[src/rtl/pe_noc_endpoint.sv]
// PE-side NoC endpoint: packs local payloads into {dest, payload} flits through a TX FIFO,
// strips inbound flits through a 2-entry skid buffer. Traffic counters built only with PE_NI_STATS_EN.
module pe_noc_endpoint #(
    parameter int DataWidth = 32,
    parameter int AddrWidth = 2,
    parameter int MyAddr    = 0,
    parameter int TxDepth   = 4
) (
    input  logic                           i_clk,
    input  logic                           i_reset,
    input  logic [DataWidth-1:0]           i_tx_data,
    input  logic [AddrWidth-1:0]           i_tx_dest,
    input  logic                           i_tx_valid,
    output logic                           o_tx_ready,
    output logic [DataWidth+AddrWidth-1:0] o_noc_data,
    output logic                           o_noc_data_valid,
    input  logic                           i_noc_data_ready,
    input  logic [DataWidth+AddrWidth-1:0] i_noc_data,
    input  logic                           i_noc_data_valid,
    output logic                           o_noc_data_ready,
    output logic [DataWidth-1:0]           o_rx_data,
    output logic                           o_rx_valid,
    input  logic                           i_rx_ready,
    output logic                           o_misroute,
    output logic [15:0]                    o_tx_count,
    output logic [15:0]                    o_rx_count
);

    localparam int FlitW = DataWidth + AddrWidth;
    localparam int PtrW  = $clog2(TxDepth);
    localparam int CntW  = PtrW + 1;

    // ---------------- TX path ----------------
    logic [FlitW-1:0] tx_mem_q [TxDepth];
    logic [PtrW-1:0]  wr_ptr_q, wr_ptr_d, rd_ptr_q, rd_ptr_d;
    logic [CntW-1:0]  tx_cnt_q, tx_cnt_d, tx_left;
    logic [FlitW-1:0] tx_head_q, tx_head_d;
    logic             tx_ready_q, tx_valid_q;
    logic             tx_push, tx_pop;

    assign tx_push = i_tx_valid & tx_ready_q;
    assign tx_pop  = tx_valid_q & i_noc_data_ready;

    always_comb begin
        wr_ptr_d = wr_ptr_q + PtrW'(tx_push);
        rd_ptr_d = rd_ptr_q + PtrW'(tx_pop);
        tx_left  = tx_cnt_q - CntW'(tx_pop);
        tx_cnt_d = tx_left + CntW'(tx_push);
        // Bypass the memory when the pushed flit becomes the head in the same cycle.
        if (tx_left == '0) tx_head_d = {i_tx_dest, i_tx_data};
        else               tx_head_d = tx_mem_q[rd_ptr_d];
    end

    // NOTE: storage array has no reset; pointers and count define which entries are live.
    always_ff @(posedge i_clk) begin
        if (tx_push) tx_mem_q[wr_ptr_q] <= {i_tx_dest, i_tx_data};
    end

    always_ff @(posedge i_clk) begin
        if (i_reset) begin
            wr_ptr_q   <= '0;
            rd_ptr_q   <= '0;
            tx_cnt_q   <= '0;
            tx_head_q  <= '0;
            tx_ready_q <= 1'b0;
            tx_valid_q <= 1'b0;
        end else begin
            wr_ptr_q   <= wr_ptr_d;
            rd_ptr_q   <= rd_ptr_d;
            tx_cnt_q   <= tx_cnt_d;
            tx_head_q  <= tx_head_d;
            // NOTE: flags are registered from next-state count so they match the FIFO every cycle.
            tx_ready_q <= (tx_cnt_d != CntW'(TxDepth));
            tx_valid_q <= (tx_cnt_d != '0);
        end
    end

    assign o_tx_ready       = tx_ready_q;
    assign o_noc_data_valid = tx_valid_q;
    assign o_noc_data       = tx_head_q;

    // ---------------- RX path ----------------
    logic [DataWidth-1:0] rx_head_q, rx_head_d, rx_tail_q, rx_tail_d;
    logic [1:0]           rx_cnt_q, rx_cnt_d, rx_left;
    logic                 rx_ready_q, misroute_q;
    logic                 rx_accept, rx_deliver;

    assign rx_accept  = i_noc_data_valid & rx_ready_q;
    assign rx_deliver = (rx_cnt_q != 2'd0) & i_rx_ready;

    always_comb begin
        rx_head_d = rx_head_q;
        rx_tail_d = rx_tail_q;
        if (rx_deliver) rx_head_d = rx_tail_q;
        rx_left = rx_cnt_q - 2'(rx_deliver);
        if (rx_accept) begin
            if (rx_left == 2'd0) rx_head_d = i_noc_data[DataWidth-1:0];
            else                 rx_tail_d = i_noc_data[DataWidth-1:0];
        end
        rx_cnt_d = rx_left + 2'(rx_accept);
    end

    always_ff @(posedge i_clk) begin
        if (i_reset) begin
            rx_head_q  <= '0;
            rx_tail_q  <= '0;
            rx_cnt_q   <= '0;
            rx_ready_q <= 1'b0;
            misroute_q <= 1'b0;
        end else begin
            rx_head_q  <= rx_head_d;
            rx_tail_q  <= rx_tail_d;
            rx_cnt_q   <= rx_cnt_d;
            rx_ready_q <= (rx_cnt_d < 2'd2);
            if (rx_accept && (i_noc_data[FlitW-1:DataWidth] != AddrWidth'(MyAddr)))
                misroute_q <= 1'b1;
        end
    end

    assign o_noc_data_ready = rx_ready_q;
    assign o_rx_valid       = (rx_cnt_q != 2'd0);
    assign o_rx_data        = rx_head_q;
    assign o_misroute       = misroute_q;

    // ---------------- Statistics ----------------
`ifdef PE_NI_STATS_EN
    logic [15:0] tx_count_q, rx_count_q;

    always_ff @(posedge i_clk) begin
        if (i_reset) begin
            tx_count_q <= '0;
            rx_count_q <= '0;
        end else begin
            if (tx_pop)    tx_count_q <= tx_count_q + 16'd1;
            if (rx_accept) rx_count_q <= rx_count_q + 16'd1;
        end
    end

    assign o_tx_count = tx_count_q;
    assign o_rx_count = rx_count_q;
`else
    assign o_tx_count = '0;
    assign o_rx_count = '0;
`endif

endmodule

[config.mk]
export PLATFORM = sky130hd
export DESIGN_NAME = pe_noc_endpoint
export DESIGN_NICKNAME = d
export VERILOG_FILES = /design/src/rtl/pe_noc_endpoint.sv
export SDC_FILE = /design/constraint.sdc
export NUM_CORES = 1
export LEC_CHECK = 0
export BUFFER_PORTS_ARGS = -buffer_cell sky130_fd_sc_hd__buf_2
export CAP_MARGIN = 20
export CORE_UTILIZATION = 30
export DETAILED_ROUTE_END_ITERATION = 8
export PLACE_DENSITY = 0.56
export SYNTH_ARGS = -nofsm -noshare
export SYNTH_HDL_FRONTEND = slang
export SYNTH_SLANG_ARGS = --single-unit
[constraint.sdc]
create_clock -name i_clk -period 8.9 [get_ports i_clk]
set_input_delay 1.78 -clock i_clk [delete_from_list [all_inputs] [get_ports i_clk]]
set_output_delay 1.78 -clock i_clk [all_outputs]
set_load 0.005 [all_outputs]
==> results of run 1 <==
==> layout make-up <==
class                           instances  area share [%]
Antenna cell                            1          0.0222
Multi-Input combinational cell        367            23.8
Inverter                               11           0.366
Clock buffer                           42            7.20
Sequential cell                       247            55.9
Tap cell                              396            4.39
Timing Repair Buffer                  159            7.45
Clock inverter                          8           0.909
==> worst register-to-register path: stages (launching register included) <==
cell and delay, ns:
dfxtp_1 0.31, and2_1 0.19, ha_2 0.69, buf_4 0.51
mux4_2 0.57, a22o_1 0.23
==> registers in the layout (all words and copies together) (netlist names), 2 cells and up <==
name and flops:
tx_mem_q 136, o_noc_data 34, o_rx_data 32, rx_tail_q 32
tx_cnt_q 3, rd_ptr_q 2, rx_cnt_q 2, wr_ptr_q 2
==> final timing paths <==
kind / from / end / slack [ns]
max: i_noc_data_ready / o_noc_data[32] / 5.31
min: o_misroute / o_misroute / 0.46
max reg2reg: o_noc_data_valid / o_noc_data[32] / 6.31
min reg2reg: o_misroute / o_misroute / 0.46
==> kinds of logic after synthesis <==
family | count (synthesis) | share of synthesized area [%]
flip-flops | 247 | 67.3
AND/OR/NAND/NOR | 151 | 6.99
AO/OA/AOI/OAI | 136 | 10.1
buffers and inverters | 90 | 5.78
multiplexers | 34 | 8.17
adder cells (fa/ha/maj) | 8 | 1.07
XOR/XNOR | 6 | 0.641
other | 1 | 0.0400
==> per-stage QoR <==
stage / cells / power (mW) / area, µm² / util, %
after floorplan: 704 / 2.17 / 9490 / -
after global placement: 1179 / 2.48 / 10400 / 33.8
after detailed placement: 1180 / 2.51 / 10400 / 33.8
after CTS: 1230 / 3.64 / 11300 / 36.8
after global routing: 1230 / 3.80 / 11300 / 36.8
final: 1231 / 3.59 / 11300 / 36.8
==> placed cells by master, fill, tap and decap left out, types with 3 or more instances in the layout <==
master / Yosys / final
o21ai_0: 33 / 33
clkinv_2: 0 / 3
conb_1: 1 / 32
clkbuf_16: 0 / 28
nand2_1: 66 / 66
nor2b_1: 6 / 5
mux4_2: 34 / 34
clkbuf_8: 0 / 6
a21oi_1: 34 / 34
a22o_1: 34 / 34
clkinv_1: 1 / 3
ha_1: 8 / 7
buf_2: 13 / 144
edfxtp_1: 136 / 136
clkbuf_1: 18 / 8
a311oi_1: 32 / 32
and2_1: 3 / 3
dfxtp_1: 111 / 111
inv_1: 10 / 10
buf_4: 36 / 14
nand3_1: 32 / 32
nor2_1: 36 / 36
xnor2_1: 4 / 4
==> per-layer routing <==
metal / vias up / wire length, µm / share of wire, % / GRT usage [%]
met4: 6 / 506 / 2.5 / 3.60
met1: 2844 / 9220 / 45 / 17.3
met5: - / 33 / 0.16 / 0
met3: 39 / 1450 / 7.0 / 3.03
met2: 196 / 9420 / 46 / 20.8
li1: 2742 / - / - / -
==> power by group through the flow <==
stage / Combinational [mW] / Clock [mW] / Sequential [mW]
after CTS: 1.02 / 1.16 / 1.47
final: 0.997 / 1.13 / 1.47
after detailed placement: 1.02 / 0 / 1.49
after global placement: 0.990 / 0 / 1.49
after floorplan: 0.689 / 0 / 1.49
after global routing: 1.11 / 1.20 / 1.49
==> impl_table.tex, run 1 <==
\begin{tabular}{lr}
\hline
Metric & Value \\
\hline
\multicolumn{2}{l}{\textbf{STA}} \\
\quad Final setup viols & 0 \\
\quad Measured slew at the worst slew-check pin & 0.950 ns \\
\quad Number of pins exceeding their max-slew limit in the final report & 0 \\
\quad Sum of negative setup slack & 0 ns \\
\quad Achievable clock frequency & 278 MHz \\
\quad RSZ-0062 raised after global routing & no \\
\quad Clock Skews & 0.00913 ns \\
\quad Endpoints failing hold & 0 \\
\quad Rel. slew slack & 36.7\% \\
\quad Worst hold-check slack & $\sim$0.46 ns \\
\quad Final period demand of the worst path & 3.59 ns \\
\quad Setup ws final & 5.31 ns \\
\quad Post-route fraction of the period consumed by the critical path & 40.4\% \\
\multicolumn{2}{l}{\textbf{Setup path}} \\
\quad Biggest cell delay along the critical path & 0.69 ns \\
\quad Master of the slowest instance on the critical path & ha\_2 \\
\quad Data required time of the critical path & 9.33 ns \\
\quad Type of the worst setup path & primary input to register \\
\quad CP Launch Type & primary input \\
\quad Logic depth of the worst setup path including buffers & 6 \\
\quad Crit Path Max Fanout & 22 \\
\quad Family of cells with the greatest summed delay on the critical path & adder cells \\
\quad Cells traversed along the worst timing path & buf\_2 > and2\_1 > ha\_2 > buf\_4 > mux4\_2 > a22o\_1 \\
\quad Worst Reg2Reg Path Length in Cells & 5 \\
\quad Buf+Inv Stages, Crit Path & 2 \\
\quad Setup crit end kind & register \\
\quad Arrival @ worst endpoint & around 4.0 ns \\
\multicolumn{2}{l}{\textbf{Synth}} \\
\quad Synth warn & 0 \\
\quad Fraction of the yosys area taken by sequential cells & roughly two thirds \\
\quad Count of mapped cells out of synthesis & 673 \\
\quad Synth async-reset ratio & 0\% \\
\quad Post-synth EDFFs & around 140 \\
\quad Number of distinct library cell variants in the gate-level netlist after synthesis & 34 \\
\quad Largest cells by area after synthesis & edfxtp\_1 (44\%), dfxtp\_1 (24\%), mux4\_2 (8.2\%), a22o\_1 (3.2\%), a311oi\_1 (3.0\%) \\
\quad Leading area contributor after synthesis & edfxtp\_1 \\
\quad Post-synth top area share & between 40\% and 50\% \\
\quad Most common library cells after synthesis & edfxtp\_1 (136), dfxtp\_1 (111), nand2\_1 (66), buf\_4 (36), nor2\_1 (36) \\
\quad Syn Area/Cell & 13.9 µm² \\
\quad Total standard cell area after synthesis & roughly 0.0094 mm² \\
\quad Post-synthesis sequential element count & between 200 and 250 \\
\quad Most numerous cell in the Yosys netlist & edfxtp\_1 \\
\quad Leading register cell type out of synthesis & edfxtp\_1 \\
\multicolumn{2}{l}{\textbf{Clock network}} \\
\quad Clock latency at the later pin of the worst-skew pair & 0.54 ns \\
\quad Number of buffers added by the clock tree synthesis step & 27 \\
\quad Post-CTS repair timing setup buffer count & 0 \\
\quad TritonCTS clock tree & yes \\
\quad Hold buffer count at CTS & 0 \\
\quad Root Driver & clkbuf\_16 \\
\quad TritonCTS sink count & $\sim$250 \\
\quad Clock transition at the registers of the reported paths & approximately 0.060 ns \\
\quad Htree depth & 1 \\
\quad Buffers from clock root to sink, at most & 3 \\
\quad Resize count post-CTS & 0 \\
\multicolumn{2}{l}{\textbf{Placement}} \\
\quad Total of buffers placed on input and output ports & 144 \\
\quad Final weighted congestion of routability-driven global placement & between 0.7 and 0.8 \\
\quad Detailed placement HPWL & 12.0 mm \\
\quad DP Worst Slack & 4.66 ns \\
\multicolumn{2}{l}{\textbf{Finish}} \\
\quad Share of final-layout standard cells stronger than drive strength 1 & between 20\% and 30\% \\
\quad Area of the multi-input gates & approximately 0.0027 mm² \\
\quad Area growth from synthesis to layout & 20.4\% \\
\quad Register Area & 0.00631 mm² \\
\quad Number of nets in the finished design & 895 \\
\quad Filler cells & between 2k and 3k \\
\multicolumn{2}{l}{\textbf{Power and ir drop}} \\
\quad Leakage & 4.20 nW \\
\quad Relative contribution of the clock network to total power & about a third \\
\quad Logic gate share of total power & between 20\% and 30\% \\
\quad Power density relative to cell area & 318 mW/mm² \\
\quad Maximum ir drop on the vdd rail & 0.000165 V \\
\quad Total net switching power & roughly 1.1 mW \\
\quad Cell-internal power & between 2 and 2.5 mW \\
\quad Sequential Power Share & around two fifths \\
\quad Switching Share & 30.4\% \\
\multicolumn{2}{l}{\textbf{Floorplanning}} \\
\quad Total number of placement rows & 64 \\
\quad Initial core utilization & 30.6\% \\
\quad Die boundary width & between 150 and 200 µm \\
\quad Vertical die dimension & 179 µm \\
\quad Area of the core region & 0.0307 mm² \\
\quad Die Footprint & 0.0320 mm² \\
\quad I/O pin cnt & 177 \\
\multicolumn{2}{l}{\textbf{Job}} \\
\quad Maximum Capacitance Violations & 0 \\
\multicolumn{2}{l}{\textbf{Global route}} \\
\quad Number of global-route vias before repair & 5868 \\
\quad Remaining global-route overflow & 0 \\
\quad Initial antenna violation count & 3 \\
\quad First-pass GRT wire length & roughly 32 mm \\
\quad Pin count of the biggest net entering global routing & 77 \\
\quad Global-route total usage across every layer & 12.9\% \\
\multicolumn{2}{l}{\textbf{Routing}} \\
\quad Routed length per instance & approximately 17 µm \\
\quad Detailed-routing iteration count for the pre-antenna-repair pass & 4 \\
\quad Number of antenna-violating nets in the routed design & 0 \\
\quad Via density per instance & 4.73 \\
\quad Detailed-route DRC error count & 0 \\
\quad Starting DRT DRC Count & roughly 300 \\
\quad Drt total wl & around 21 mm \\
\quad Total number of vias & 5827 \\
\multicolumn{2}{l}{\textbf{Status}} \\
\quad Run status & complete, no violations \\
\multicolumn{2}{l}{\textbf{Min path}} \\
\quad Depth of the worst hold-timing path & 2 \\
\quad Type of the tightest min-delay check & register to register \\
\hline
\end{tabular}
No activity file was read; power rests on OpenSTA's default activity.
==> run 2, diff against run 1 <==
--- a/config.mk
+++ b/config.mk
@@ -9,7 +9,7 @@
 export CAP_MARGIN = 20
 export CORE_UTILIZATION = 30
 export DETAILED_ROUTE_END_ITERATION = 8
-export PLACE_DENSITY = 0.56
+export PLACE_DENSITY = 0.58
 export SYNTH_ARGS = -nofsm -noshare
 export SYNTH_HDL_FRONTEND = slang
 export SYNTH_SLANG_ARGS = --single-unit
==> constraint.sdc (replaced) <==
create_clock -name i_clk -period 3 [get_ports i_clk]
set_input_delay 0.6 -clock i_clk [delete_from_list [all_inputs] [get_ports i_clk]]
set_output_delay 0.6 -clock i_clk [all_outputs]
set_load 0.005 [all_outputs]
==> run 2 against run 1 <==
  * Global-route usage shrank 0.27 points
  * Hold slack worse by 0.16 ns
  * Design area is essentially flat
  * Clock skew about the same
  * Critical path depth down 1
  * Combinational power grew to 3.1 times the previous value
  * Utilization is essentially flat
  * Sequential power increased to 3.0 times the previous value
  * Wire length fell by 1.5%
==> impl_table.tex, run 2 (same netlist as run 1, synthesis figures left out) <==
\begin{tabular}{lr}
\hline
Metric & Value \\
\hline
\multicolumn{2}{l}{\textbf{Status}} \\
\quad Run status & complete, no violations \\
\multicolumn{2}{l}{\textbf{Routing}} \\
\quad Met2 routed WL & 9.44 mm (+0.15\%) \\
\quad Detailed-routing iteration count for the pre-antenna-repair pass & 4 (unchanged) \\
\quad Number of antenna-violating nets in the routed design & 0 (unchanged) \\
\quad Routed length per instance & 16.4 µm (-2.0\%) \\
\quad Total number of vias & 5847 (+0.34\%) \\
\quad Via density per instance & 4.73 (-0.14\%) \\
\quad Detailed-route DRC error count & 0 (unchanged) \\
\quad Routed met3 length & 1.59 mm (+9.9\%) \\
\quad Starting DRT DRC Count & 295 (-3.0\%) \\
\quad Drt total wl & 20.3 mm (-1.5\%) \\
\quad Highest layer used for signal routing & met5 \\
\quad Routed metal-1 wirelength & 8.85 mm (-4.0\%) \\
\multicolumn{2}{l}{\textbf{Clock network}} \\
\quad TritonCTS clock tree & yes \\
\quad Number of buffers added by the clock tree synthesis step & 27 (unchanged) \\
\quad Root Driver & clkbuf\_16 \\
\quad Clock transition at the registers of the reported paths & 0.06 ns (about the same) \\
\quad Post-CTS repair timing setup buffer count & 0 (unchanged) \\
\quad Htree depth & 1 (unchanged) \\
\quad Resize count post-CTS & 0 (unchanged) \\
\quad Hold buffer count at CTS & 0 (unchanged) \\
\quad Clock latency at the later pin of the worst-skew pair & 0.53 ns (about the same) \\
\quad TritonCTS sink count & 247 (unchanged) \\
\quad Buffers from clock root to sink, at most & 3 (unchanged) \\
\multicolumn{2}{l}{\textbf{Placement}} \\
\quad Total of buffers placed on input and output ports & 144 (unchanged) \\
\quad Detailed placement HPWL & 12.1 mm (+0.95\%) \\
\quad Final weighted congestion of routability-driven global placement & 0.708 (-2.9\%) \\
\quad Placed Cells incl. Taps & 1186 (+0.51\%) \\
\multicolumn{2}{l}{\textbf{Setup path}} \\
\quad Data required time of the critical path & 3.43 ns (-5.90 ns) \\
\quad Type of the worst setup path & register to register \\
\quad Setup crit end kind & register \\
\quad Arrival @ worst endpoint & 2.58 ns (-1.44 ns) \\
\quad CP Launch Type & register \\
\quad Crit Path Max Fanout & 10 (-55\%) \\
\multicolumn{2}{l}{\textbf{Finish}} \\
\quad Share of final-layout standard cells stronger than drive strength 1 & 29.5\% (+0.39 points) \\
\quad Commonest cells after routing, fill and taps aside & buf\_2 (144), edfxtp\_1 (136), dfxtp\_1 (111) \\
\quad Count of non-filler cells in the finished layout & 1237 (+0.49\%) \\
\quad Filler cells & 2923 (-0.92\%) \\
\quad Area of the multi-input gates & 0.00268 mm² (about the same) \\
\quad Register Area & 0.00631 mm² (unchanged) \\
\quad Register with the highest flop count & tx\_mem\_q \\
\quad Most common cell after layout, fill and taps aside & buf\_2 \\
\quad Flip-flop count of the largest register, all copies and words added & 136 (unchanged) \\
\quad Number of nets in the finished design & 901 (+0.67\%) \\
\quad Area growth from synthesis to layout & 20.4\% (about the same) \\
\multicolumn{2}{l}{\textbf{Floorplanning}} \\
\quad Initial core utilization & 30.6\% (unchanged) \\
\quad Die boundary width & 179 µm (unchanged) \\
\quad Die Footprint & 0.0320 mm² (unchanged) \\
\quad Total number of placement rows & 64 (unchanged) \\
\quad I/O pin cnt & 177 (unchanged) \\
\quad Vertical die dimension & 179 µm (unchanged) \\
\quad Area of the core region & 0.0307 mm² (unchanged) \\
\multicolumn{2}{l}{\textbf{Global route}} \\
\quad Remaining global-route overflow & 0 (unchanged) \\
\quad First-pass GRT wire length & 31.7 mm (-1.7\%) \\
\quad Number of global-route vias before repair & 5789 (-1.3\%) \\
\quad Initial antenna violation count & 2 (-1) \\
\quad Pin count of the biggest net entering global routing & 73 (-5.2\%) \\
\quad Global-route total usage across every layer & 12.7\% (-0.27 points) \\
\multicolumn{2}{l}{\textbf{STA}} \\
\quad Final setup viols & 0 (unchanged) \\
\quad Final period demand of the worst path & between 2 and 2.5 ns \\
\quad Endpoints failing hold & 0 (unchanged) \\
\quad Rel. slew slack & 47.7\% (+11 points) \\
\quad Clock Skews & 0.00892 ns (-0.000219 ns) \\
\quad RSZ-0062 raised after global routing & no \\
\quad Post-route fraction of the period consumed by the critical path & a little under three quarters \\
\quad Measured slew at the worst slew-check pin & 0.784 ns (-0.166 ns) \\
\quad Worst hold-check slack & 0.301 ns (-0.155 ns) \\
\quad Sum of negative setup slack & 0 ns (unchanged) \\
\quad Achievable clock frequency & 465 MHz \\
\quad Number of pins exceeding their max-slew limit in the final report & 0 (unchanged) \\
\multicolumn{2}{l}{\textbf{Power and ir drop}} \\
\quad Total power & 10.5 mW (+190\%) \\
\quad Leakage & 4.20 nW (about the same) \\
\quad Power density relative to cell area & 931 mW/mm² (+190\%) \\
\quad Maximum ir drop on the vdd rail & 0.000429 V (+160\%) \\
\multicolumn{2}{l}{\textbf{Job}} \\
\quad Maximum Capacitance Violations & 0 (unchanged) \\
\multicolumn{2}{l}{\textbf{Min path}} \\
\quad Type of the tightest min-delay check & primary input to register \\
\hline
\end{tabular}
run 2: worst paths after layout:
kind | depth (start not counted) | end | slack (ns) | from
max | 5 | o_noc_data[28] | 0.85 | o_noc_data_valid
min | 1 | tx_mem_q[0][0] | 0.30 | i_tx_data[0]
max reg2reg | 5 | o_noc_data[28] | 0.85 | o_noc_data_valid
min reg2reg | 2 | o_misroute | 0.45 | o_misroute
run 2: metal layers:
| layer | up-vias | GRT usage, % |
|---|---|---|
| li1 | 2746 | - |
| met1 | 2862 | 16.3 |
| met2 | 203 | 21.2 |
| met3 | 34 | 3.24 |
| met4 | 2 | 3.11 |
| met5 | - | 0 |
run 2: critical path, stage by stage, from the launching register on:
cell,delay (ns)
dfxtp_1,0.31
and2_1,0.18
ha_2,0.60
buf_4,0.26
mux4_2,0.50
a22o_1,0.19
run 2: area by class of cell:
type                    instances  area share (%)
well taps                     396            4.39
inverters                      11           0.366
clock inverters                16            1.07
clock buffers                  34            6.31
multi-input cells             367            23.8
diodes                          1          0.0222
repair buffers                165            8.22
flip-flops and latches        247            55.9
run 2: stage by stage:
stage,utilization (%),setup WS [ns],area [µm²]
2_1_floorplan,-,-0.716,9490
3_3_place_gp,34.1,0.434,10500
3_5_place_dp,34.1,0.417,10500
4_1_cts,36.8,0.778,11300
5_1_grt,36.8,0.694,11300
6_report,36.8,0.851,11300
run 2: where the power goes:
group | internal [mW] | switching (mW) | leakage [nW]
sequential | 4.13 | 0.213 | 2.15
combinational | 1.35 | 1.72 | 1.64
clock | 1.77 | 1.32 | 0.409
total | 7.26 | 3.25 | 4.20
==> run 3, diff against run 2 <==
==> constraint.sdc (replaced) <==
create_clock -name i_clk -period 1.85 [get_ports i_clk]
set_input_delay 0.37 -clock i_clk [delete_from_list [all_inputs] [get_ports i_clk]]
set_output_delay 0.37 -clock i_clk [all_outputs]
set_load 0.005 [all_outputs]
==> run 3 against run 2 <==
  * Critical path type unchanged
  * Hold slack worse by 0.23 ns
  * First-iteration DRC count up 43%
  * Design area grew 9.1%
  * Power is 85% higher
  * Largest power group is now combinational logic
  * The run now ends with setup timing left
  * Highest routed layer unchanged
  * Non-clock buffer count grew 41
  * Critical endpoint is now o_noc_data[33]
  * Critical path depth is the same
  * Sequential power is 62% higher
==> impl_table.tex, run 3 (same netlist as run 1, synthesis figures left out) <==
\begin{tabular}{lr}
\hline
Metric & Value \\
\hline
\multicolumn{2}{l}{\textbf{STA}} \\
\quad Setup ws final & -0.0436 ns (-0.894 ns) \\
\quad Post-route fraction of the period consumed by the critical path & 102\% (+31 points) \\
\quad Final period demand of the worst path & 1.89 ns (-0.256 ns) \\
\quad Number of pins exceeding their max-slew limit in the final report & 0 (unchanged) \\
\quad Final setup viols & 11 (+11) \\
\quad Endpoints failing hold & 0 (unchanged) \\
\quad Worst hold-check slack & 0.0745 ns (-0.227 ns) \\
\quad Achievable clock frequency & 528 MHz (+13\%) \\
\quad Clock Skews & 0.0131 ns (+0.00414 ns) \\
\quad RSZ-0062 raised after global routing & yes \\
\multicolumn{2}{l}{\textbf{Floorplanning}} \\
\quad Die Footprint & 0.0320 mm² (unchanged) \\
\quad Vertical die dimension & 179 µm (unchanged) \\
\quad Initial core utilization & 30.6\% (unchanged) \\
\quad Die boundary width & 179 µm (unchanged) \\
\quad I/O pin cnt & 177 (unchanged) \\
\quad Total number of placement rows & 64 (unchanged) \\
\quad Area of the core region & 0.0307 mm² (unchanged) \\
\multicolumn{2}{l}{\textbf{Setup path}} \\
\quad Biggest cell delay along the critical path & 0.50 ns (-0.10 ns) \\
\quad CP Launch Type & register \\
\quad Family of cells with the greatest summed delay on the critical path & multiplexers \\
\quad Master of the slowest instance on the critical path & mux4\_2 \\
\quad Data required time of the critical path & 2.27 ns (-1.16 ns) \\
\quad Arrival @ worst endpoint & 2.32 ns (-0.26 ns) \\
\quad FF-to-FF Start & o\_noc\_data\_valid \\
\quad Worst setup path startpoint & o\_noc\_data\_valid \\
\quad Cells traversed along the worst timing path & and2\_4 > ha\_4 > bufbuf\_16 > mux4\_2 > a22o\_1 \\
\quad Type of the worst setup path & register to register \\
\quad Setup crit end kind & register \\
\quad Crit Path Max Fanout & 6 (-4) \\
\quad Buf+Inv Stages, Crit Path & 1 (unchanged) \\
\multicolumn{2}{l}{\textbf{Global route}} \\
\quad Number of global-route vias before repair & 5816 (+0.47\%) \\
\quad GR Util met3 & 3.69\% (+0.45 points) \\
\quad Global-route total usage across every layer & 13.4\% (+0.73 points) \\
\quad Pin count of the biggest net entering global routing & 37 (-49\%) \\
\quad GR Util met1 & 18.0\% (+1.7 points) \\
\quad Layer with the highest usage & met2 \\
\quad Initial antenna violation count & 5 (+3) \\
\quad Global routing usage on met2 & 21.3\% (+0.064 points) \\
\quad Remaining global-route overflow & 0 (unchanged) \\
\quad First-pass GRT wire length & 33.3 mm (+5.0\%) \\
\multicolumn{2}{l}{\textbf{Min path}} \\
\quad Type of the tightest min-delay check & primary input to register \\
\quad Start point of the worst min-delay path & i\_tx\_data[10] \\
\multicolumn{2}{l}{\textbf{Job}} \\
\quad Maximum Capacitance Violations & 0 (unchanged) \\
\multicolumn{2}{l}{\textbf{Finish}} \\
\quad Register with the highest flop count & tx\_mem\_q \\
\quad Number of nets in the finished design & 941 (+4.4\%) \\
\quad Share of final-layout standard cells stronger than drive strength 1 & 38.3\% (+8.8 points) \\
\quad Count of non-filler cells in the finished layout & 1277 (+3.2\%) \\
\quad Commonest cells after routing, fill and taps aside & buf\_2 (144), edfxtp\_1 (136), dfxtp\_1 (107) \\
\quad Area of the multi-input gates & 0.00299 mm² (+11\%) \\
\quad Filler cells & 2873 (-1.7\%) \\
\quad Flip-flop count of the largest register, all copies and words added & 136 (unchanged) \\
\quad Most common cell after layout, fill and taps aside & buf\_2 \\
\quad Register Area & 0.00631 mm² (about the same) \\
\quad Area growth from synthesis to layout & 31.3\% \\
\quad Final cell utilization of the core & 40.1\% (+3.3 points) \\
\multicolumn{2}{l}{\textbf{Routing}} \\
\quad Starting DRT DRC Count & 423 (+43\%) \\
\quad Detailed-route DRC error count & 0 (unchanged) \\
\quad Drt total wl & 22.9 mm (+13\%) \\
\quad Detailed-routing iteration count for the pre-antenna-repair pass & 5 (+1) \\
\quad Via density per instance & 4.77 (+1.0\%) \\
\quad Routed length per instance & 18.0 µm (+9.4\%) \\
\quad Number of antenna-violating nets in the routed design & 0 (unchanged) \\
\quad Total number of vias & 6097 (+4.3\%) \\
\multicolumn{2}{l}{\textbf{Power and ir drop}} \\
\quad Maximum ir drop on the vdd rail & 0.000961 V (+120\%) \\
\quad Power density relative to cell area & 1580 mW/mm² (+70\%) \\
\quad Total power & 19.4 mW (+85\%) \\
\quad Leakage & 4.59 nW (+9.4\%) \\
\multicolumn{2}{l}{\textbf{Clock network}} \\
\quad TritonCTS clock tree & yes \\
\quad Root Driver & clkbuf\_16 \\
\quad Number of buffers added by the clock tree synthesis step & 26 (-3.7\%) \\
\quad TritonCTS sink count & 247 (unchanged) \\
\quad Clock latency at the later pin of the worst-skew pair & 0.53 ns (about the same) \\
\quad Clock transition at the registers of the reported paths & 0.06 ns (about the same) \\
\quad Buffers from clock root to sink, at most & 3 (unchanged) \\
\quad Htree depth & 1 (unchanged) \\
\quad Hold buffer count at CTS & 0 (unchanged) \\
\multicolumn{2}{l}{\textbf{Placement}} \\
\quad Detailed placement HPWL & 12.6 mm (+3.8\%) \\
\quad Placed Cells incl. Taps & 1200 (+1.2\%) \\
\quad Total of buffers placed on input and output ports & 144 (unchanged) \\
\quad Final weighted congestion of routability-driven global placement & 0.705 (-0.51\%) \\
\multicolumn{2}{l}{\textbf{Status}} \\
\quad Run status & finished, violations left \\
\quad Violated checks & setup timing \\
\hline
\end{tabular}
## run 3: final cells by class
type	count	share of cell area, %
multi-input combinational	367	24.3
tap	396	4.02
sequential	247	51.3
clock inverter	9	1.06
timing repair buffer	206	12.9
antenna	2	0.0406
clock buffer	39	6.05
inverter	11	0.335
## run 3: timing repair
item,in CTS,in global routing
setup buffers,8,8
endpoints found under the setup margin,77,81
pin swaps,7,32
gates resized for setup,12,56
cloned,4,9
## run 3: through the flow
stage / TNS, ns / worst slack, ns / cell area (µm²)
after floorplan: -0.527 / -0.0155 / 9590
after global placement: -16.76 / -0.412 / 10700
after detailed placement: -7.75 / -0.173 / 10700
after CTS: -0.591 / -0.0393 / 11800
after global routing: -2.49 / -0.0890 / 12300
final: -0.193 / -0.0436 / 12300
## run 3: where the power goes
part / internal [mW] / switching (mW) / total, mW
Clock: 3.20 / 2.12 / 5.32
Sequential: 6.70 / 0.352 / 7.05
Combinational: 3.59 / 3.47 / 7.06
## run 3: layer usage
| layer | vias up | wire (µm) |
|---|---|---|
| met5 | - | 38 |
| met4 | 6 | 389 |
| met3 | 34 | 1740 |
| met2 | 230 | 10800 |
| met1 | 2983 | 9930 |
| li1 | 2844 | - |
## run 3: path summary, 6_finish.rpt
check / endpoint / slack [ns] / cells after the start
setup / recovery: o_noc_data[33] / -0.04 / 5
hold reg to reg: o_misroute / 0.46 / 2
setup reg to reg: o_noc_data[33] / -0.04 / 5
hold / removal: tx_mem_q[2][10] / 0.07 / 1
